<file path="src/rtl/tpu_job_sequencer.sv">
`default_nettype none
// ============================================================================
//  Module      : tpu_job_sequencer
//  Description : Runs one matrix-multiply job. It loads A and B row by row
//                through a DMA request/done interface, starts the TPU, stores
//                C row by row, then raises a sticky completion interrupt.
//  Revision    : 1.0  initial release
// ============================================================================
module tpu_job_sequencer #(
    parameter int ADDR_WIDTH      = 32,
    parameter int MAX_MATRIX_SIZE = 16
) (
    input  logic                  ACLK,
    input  logic                  ARESETn,
    // job descriptor
    input  logic                  cfg_valid,
    output logic                  cfg_ready,
    input  logic [ADDR_WIDTH-1:0] cfg_a_addr,
    input  logic [ADDR_WIDTH-1:0] cfg_b_addr,
    input  logic [ADDR_WIDTH-1:0] cfg_c_addr,
    input  logic [7:0]            cfg_size,
    // DMA request / completion
    output logic                  dma_req_valid,
    input  logic                  dma_req_ready,
    output logic                  dma_req_write,
    output logic [1:0]            dma_req_sel,
    output logic [ADDR_WIDTH-1:0] dma_req_addr,
    output logic [7:0]            dma_req_len,
    input  logic                  dma_done,
    input  logic                  dma_err,
    // TPU control
    output logic                  tpu_start,
    input  logic                  tpu_done,
    output logic [7:0]            tpu_size,
    // status
    output logic                  busy,
    output logic                  irq,
    input  logic                  irq_clr,
    output logic                  status_err
);

    typedef enum logic [3:0] {
        S_IDLE    = 4'd0,
        S_A_REQ   = 4'd1,
        S_A_WAIT  = 4'd2,
        S_B_REQ   = 4'd3,
        S_B_WAIT  = 4'd4,
        S_COMPUTE = 4'd5,
        S_C_REQ   = 4'd6,
        S_C_WAIT  = 4'd7,
        S_FINISH  = 4'd8
    } state_t;

    state_t                state;
    logic [7:0]            row;
    logic [ADDR_WIDTH-1:0] b_base;
    logic [ADDR_WIDTH-1:0] c_base;

    logic                  size_bad;
    logic                  last_row;
    logic [ADDR_WIDTH-1:0] row_stride;

    // A zero-sized or oversized job is rejected without touching the DMA
    assign size_bad   = (cfg_size == 8'd0) || ({24'd0, cfg_size} > 32'(MAX_MATRIX_SIZE));
    assign last_row   = (row == (tpu_size - 8'd1));
    // One row of 32-bit words is N*4 bytes; the address add wraps naturally
    assign row_stride = ADDR_WIDTH'({tpu_size, 2'b00});

    // Job state machine; every output is a register updated here
    always_ff @(posedge ACLK or negedge ARESETn) begin
        if (!ARESETn) begin
            state         <= S_IDLE;
            row           <= 8'd0;
            b_base        <= '0;
            c_base        <= '0;
            cfg_ready     <= 1'b1;
            dma_req_valid <= 1'b0;
            dma_req_write <= 1'b0;
            dma_req_sel   <= 2'b00;
            dma_req_addr  <= '0;
            dma_req_len   <= 8'd0;
            tpu_start     <= 1'b0;
            tpu_size      <= 8'd0;
            busy          <= 1'b0;
            irq           <= 1'b0;
            status_err    <= 1'b0;
        end else begin
            tpu_start <= 1'b0;

            // Setting the interrupt takes priority over a same-cycle clear
            if (state == S_FINISH) begin
                irq <= 1'b1;
            end else if (irq_clr) begin
                irq <= 1'b0;
            end

            case (state)
                S_IDLE: begin
                    if (cfg_valid) begin
                        tpu_size   <= cfg_size;
                        b_base     <= cfg_b_addr;
                        c_base     <= cfg_c_addr;
                        row        <= 8'd0;
                        cfg_ready  <= 1'b0;
                        busy       <= 1'b1;
                        status_err <= size_bad;
                        if (size_bad) begin
                            state <= S_FINISH;
                        end else begin
                            state         <= S_A_REQ;
                            dma_req_valid <= 1'b1;
                            dma_req_write <= 1'b0;
                            dma_req_sel   <= 2'b00;
                            dma_req_addr  <= cfg_a_addr;
                            dma_req_len   <= cfg_size - 8'd1;
                        end
                    end
                end

                // Request phases: hold the burst until the DMA takes it
                S_A_REQ, S_B_REQ, S_C_REQ: begin
                    if (dma_req_ready) begin
                        dma_req_valid <= 1'b0;
                        state <= (state == S_A_REQ) ? S_A_WAIT :
                                 (state == S_B_REQ) ? S_B_WAIT : S_C_WAIT;
                    end
                end

                // Wait phases: next row, next stage, or abort on a bus error
                S_A_WAIT, S_B_WAIT, S_C_WAIT: begin
                    if (dma_done) begin
                        if (dma_err) begin
                            state      <= S_FINISH;
                            status_err <= 1'b1;
                            row        <= 8'd0;
                        end else if (!last_row) begin
                            row           <= row + 8'd1;
                            dma_req_addr  <= dma_req_addr + row_stride;
                            dma_req_valid <= 1'b1;
                            state <= (state == S_A_WAIT) ? S_A_REQ :
                                     (state == S_B_WAIT) ? S_B_REQ : S_C_REQ;
                        end else begin
                            row <= 8'd0;
                            if (state == S_A_WAIT) begin
                                state         <= S_B_REQ;
                                dma_req_valid <= 1'b1;
                                dma_req_sel   <= 2'b01;
                                dma_req_addr  <= b_base;
                            end else if (state == S_B_WAIT) begin
                                state     <= S_COMPUTE;
                                tpu_start <= 1'b1;
                            end else begin
                                state <= S_FINISH;
                            end
                        end
                    end
                end

                // tpu_done counts only once the start pulse has been issued
                S_COMPUTE: begin
                    if (tpu_done && !tpu_start) begin
                        state         <= S_C_REQ;
                        dma_req_valid <= 1'b1;
                        dma_req_write <= 1'b1;
                        dma_req_sel   <= 2'b10;
                        dma_req_addr  <= c_base;
                    end
                end

                S_FINISH: begin
                    state     <= S_IDLE;
                    busy      <= 1'b0;
                    cfg_ready <= 1'b1;
                end

                default: begin
                    state     <= S_IDLE;
                    busy      <= 1'b0;
                    cfg_ready <= 1'b1;
                end
            endcase
        end
    end

endmodule
`default_nettype wire

</file>
<file path="config.mk">
export PLATFORM = sky130hd
export DESIGN_NAME = tpu_job_sequencer
export DESIGN_NICKNAME = d
export VERILOG_FILES = /design/src/rtl/tpu_job_sequencer.sv
export SDC_FILE = /design/constraint.sdc
export NUM_CORES = 1
export LEC_CHECK = 0
export BUFFER_PORTS_ARGS = -buffer_cell sky130_fd_sc_hd__buf_2
export CORE_AREA = 2 2 134 103
export DETAILED_ROUTE_END_ITERATION = 10
export DIE_AREA = 0 0 136 105
export PLACE_DENSITY_LB_ADDON = 0.3
export SLEW_MARGIN = 0
export SYNTH_ARGS = -nofsm -noshare
export SYNTH_HDL_FRONTEND = slang
export SYNTH_SLANG_ARGS = --single-unit
export TNS_END_PERCENT = 50
</file>
<file path="constraint.sdc">
create_clock -name ACLK -period 6.2 [get_ports ACLK]
set_clock_uncertainty 0.15 [all_clocks]
set_input_delay 1.86 -clock ACLK [delete_from_list [all_inputs] [get_ports ACLK]]
set_output_delay 1.86 -clock ACLK [all_outputs]
set_load 0.005 [all_outputs]
</file>
==> run summary <==
Along the worst path, the maximum fanout reaches 21. The final count of pins violating max slew came out at 0. The sequential-to-total area share from yosys stat is around 45%. On the worst path, the slowest cell contributes a delay of around 0.6 ns. The standard cell core area came out at 12880 µm². The per-instance average area after synthesis came out at between 10 and 15 µm². The number of vias per cell after detailed routing is around 6.2. The number of top-level pins came out at roughly 170. The level count of the clock H-tree came out at 4. The total power is between 4 and 5 mW. The average routed wire per standard cell is 19.47 µm. The initial standard-cell utilization of the core is about 58%.

The post-placement worst setup slack is around 1.6 ns. The highest clock rate came out at between 200 and 250 MHz. The floorplan has 36 rows. The static leakage power came out at about 4 nW. The number of cells in the finished layout apart from fillers is 1072. The DRC violations left is 0. The depth of the critical timing path with buffers and inverters included is 14. The post-CTS resize count came out at 0. The number of global-route vias before repair was between 6k and 7k. The tree is rooted in a clkbuf_16. STA classifies the critical path endpoint as a register.

The final layout net count is between 1k and 1.5k. VDD sags by at most around 0.33 mV. The kind of critical path is reg -> reg. The count of state elements after synthesis is 133. Once the clock tree was built, the setup fixing pass inserted 0 buffers.

The number of synthesis warnings is 0. The sink count of the clock tree came out at between 100 and 150. The first-pass detailed-route iteration total came out at 5. The total CTS buffers came out at 17.

The measured slew at the worst slew-check pin is 1.097 ns. The type of element launching the critical path is a register. The number of endpoints failing setup at the final stage is 0. In the final layout, the share of cells above drive strength 1 is 32.74%. Among all stages on the critical path, the largest delay is contributed by a211o_1. The total wire length after detailed routing is between 20000 and 25000 µm. The number of buffers added on ports came out at between 150 and 200.

The most used flip-flop cell after synthesis is dfrtp_1. The total negative slack for setup checks came out at 0 ns. Cells fill between 60% and 70% of the core in the end. The number of antenna diodes in the final layout is 0. Yosys mapped the design onto 78 distinct sky130hd cell types. The post-synthesis instance total came out at 744.

The number of hold-repair buffers added at the cts stage came out at 0. The wire length of the first global-routing pass is between 30000 and 40000 µm. TritonCTS built the clock tree. Of all flip-flops after synthesis, the portion carrying an async set or reset was 100.0%. Of the available clock period, the critical path in the final layout requires a little under three quarters. The worst path required time is 6.35 ns. The number of buffer and inverter instances along the worst setup path is 3. The run finished with clean final reports. At the end of routability-driven placement, the weighted congestion stood at slightly above 0.9. The floorplan die height came out at 105 µm. The final critical-path setup slack is 1.737 ns. In the layout the commonest cells are buf_2 (167), dfrtp_1 (132), mux2_2 (70). The count of flip-flops with a built-in enable after synthesis is 0. The clock period could shrink to 4.463 ns.

On the critical path the largest part of the delay comes from compound AO/OA/AOI/OAI gates. The total placed cells including tap cells came out at between 1k and 1.5k. The critical path goes through inv_1, ha_1, or3b_1, o31a_1, o2111ai_1, a211o_2, inv_1, ha_1, or3_1, a211o_1, buf_4, a221oi_1, o21ai_1, o21a_1. The overall fraction of global-route tracks in use is ~30%.

The critical path data arrival time came out at approximately 4.6 ns. The total vias in the final route came out at ~6.7k. The horizontal die dimension came out at about 140 µm. The final number of hold-violating endpoints is 0. The library cell used most frequently in the layout, excluding fill and tap cells, is buf_2. The path depth of the worst reg2reg path came out at 14. Across the run, the number of max-cap violations was 0. The total overflow reported by the global router is 0. The area of the die came out at 14280 µm².

The area growth from synthesis to layout is 19.66%. The relative slew slack came out at between 20% and 30%. The initial antenna violation count came out at 1. The clock reaches the later pin of the worst-skew pair after 0.42 ns. The wire-length estimate of the detail-placed layout is between 10000 and 15000 µm. The number of buffers on the longest clock path is 2.

The cell depth of the worst min-delay path came out at 1. The number of routed nets with antenna violations is 0. Clock-pin slew was measured on the worst setup and hold paths at 0.05 ns.

The power density relative to cell area came out at roughly 500 nW/µm². The combined area of all synthesized cells came out at 7480 µm². Setup repair after global routing left no endpoint under its margin. Entering global routing, the biggest net connects 97 pins. The worst hold path class is reg -> reg.

The iteration-0 DRC count of the detailed router came out at approximately 600. The post-synthesis net count is a little under 900.
[path summary, 6_finish.rpt]
kind	start	to	slack, ns
worst max register to register	tpu_size[0]$_DFFE_PN0P_	dma_req_addr[2]$_DFFE_PN0P_	1.74
max in group asynchronous	ARESETn	cfg_ready$_DFFE_PN1P_	3.55
worst max-delay path	tpu_size[0]$_DFFE_PN0P_	dma_req_addr[2]$_DFFE_PN0P_	1.74
worst min-delay path	dma_req_sel[1]$_DFFE_PN0P_	dma_req_sel[1]$_DFFE_PN0P_	0.32
worst min register to register	dma_req_sel[1]$_DFFE_PN0P_	dma_req_sel[1]$_DFFE_PN0P_	0.32
min in group asynchronous	ARESETn	state[2]$_DFFE_PN0P_	1.34
[kinds of logic after synthesis]
logic type,count (synthesis),share of synthesized area (%)
xor+xnor,31,3.630
simple gates,209,15.02
buf+inv,59,3.463
fa+ha+maj,14,2.442
mux,79,11.74
compound gates,219,19.19
flops,133,44.51
[cell usage after synthesis, types with 6 or more instances]
library cell | number | area (µm²)
mux2i_1 | 9 | 90.09
xnor2_1 | 19 | 166.4
nor3_1 | 8 | 40.04
nand2_1 | 57 | 214.0
ha_1 | 13 | 162.7
nand3_1 | 25 | 125.1
nor2b_1 | 12 | 75.07
and2_1 | 8 | 50.05
a21oi_1 | 49 | 245.2
a21o_1 | 8 | 60.06
o211ai_1 | 9 | 67.56
o21a_1 | 12 | 90.09
a22oi_1 | 6 | 45.04
inv_1 | 13 | 48.80
a211oi_1 | 6 | 45.04
nand4_1 | 7 | 43.79
nand2b_1 | 6 | 37.54
nor2_1 | 36 | 135.1
dfrtp_1 | 132 | 3303
a31oi_1 | 13 | 81.33
and3_1 | 15 | 93.84
a221oi_1 | 7 | 61.31
o21ai_0 | 59 | 295.3
xor2_1 | 12 | 105.1
mux2_2 | 70 | 788.3
clkbuf_1 | 34 | 127.6
[power by group]
group / internal, mW / switching (mW)
combinational: 0.916 / 0.964
sequential: 1.27 / 0.401
clock: 0.584 / 0.359
total: 2.77 / 1.72
[layout make-up]
| cell class | count | area (µm²) |
|---|---|---|
| well taps | 171 | 214.0 |
| clock buffers | 24 | 491.7 |
| inverters | 13 | 48.80 |
| flip-flops and latches | 133 | 3329 |
| repair buffers | 174 | 892.1 |
| fillers | 1019 | 3933 |
| multi-input cells | 552 | 3924 |
| clock inverters | 5 | 50.05 |
[through the flow]
step	instance area [µm²]	hold slack, ns
6_report	8950	0.3188
5_1_grt	8950	0.3422
3_3_place_gp	8408	0.3046
2_1_floorplan	7480	0.3201
3_5_place_dp	8408	0.3132
4_1_cts	8950	0.3256
[routing by layer]
| metal | share of wire, % | GRT usage [%] |
|---|---|---|
| met5 | 0.062 | 0 |
| met4 | 1.8 | 9.301 |
| met3 | 8.3 | 8.540 |
| met2 | 47 | 46.66 |
| met1 | 42 | 40.25 |
[sequential cells by signal (all words and copies together), names as in the netlist, 2 cells and up]
register      count
dma_req_sel       2
row               8
dma_req_len       8
dma_req_addr     32
state             4
tpu_size          8
b_base           32
c_base           32
Note: power is estimated with default switching activity, not from simulation.
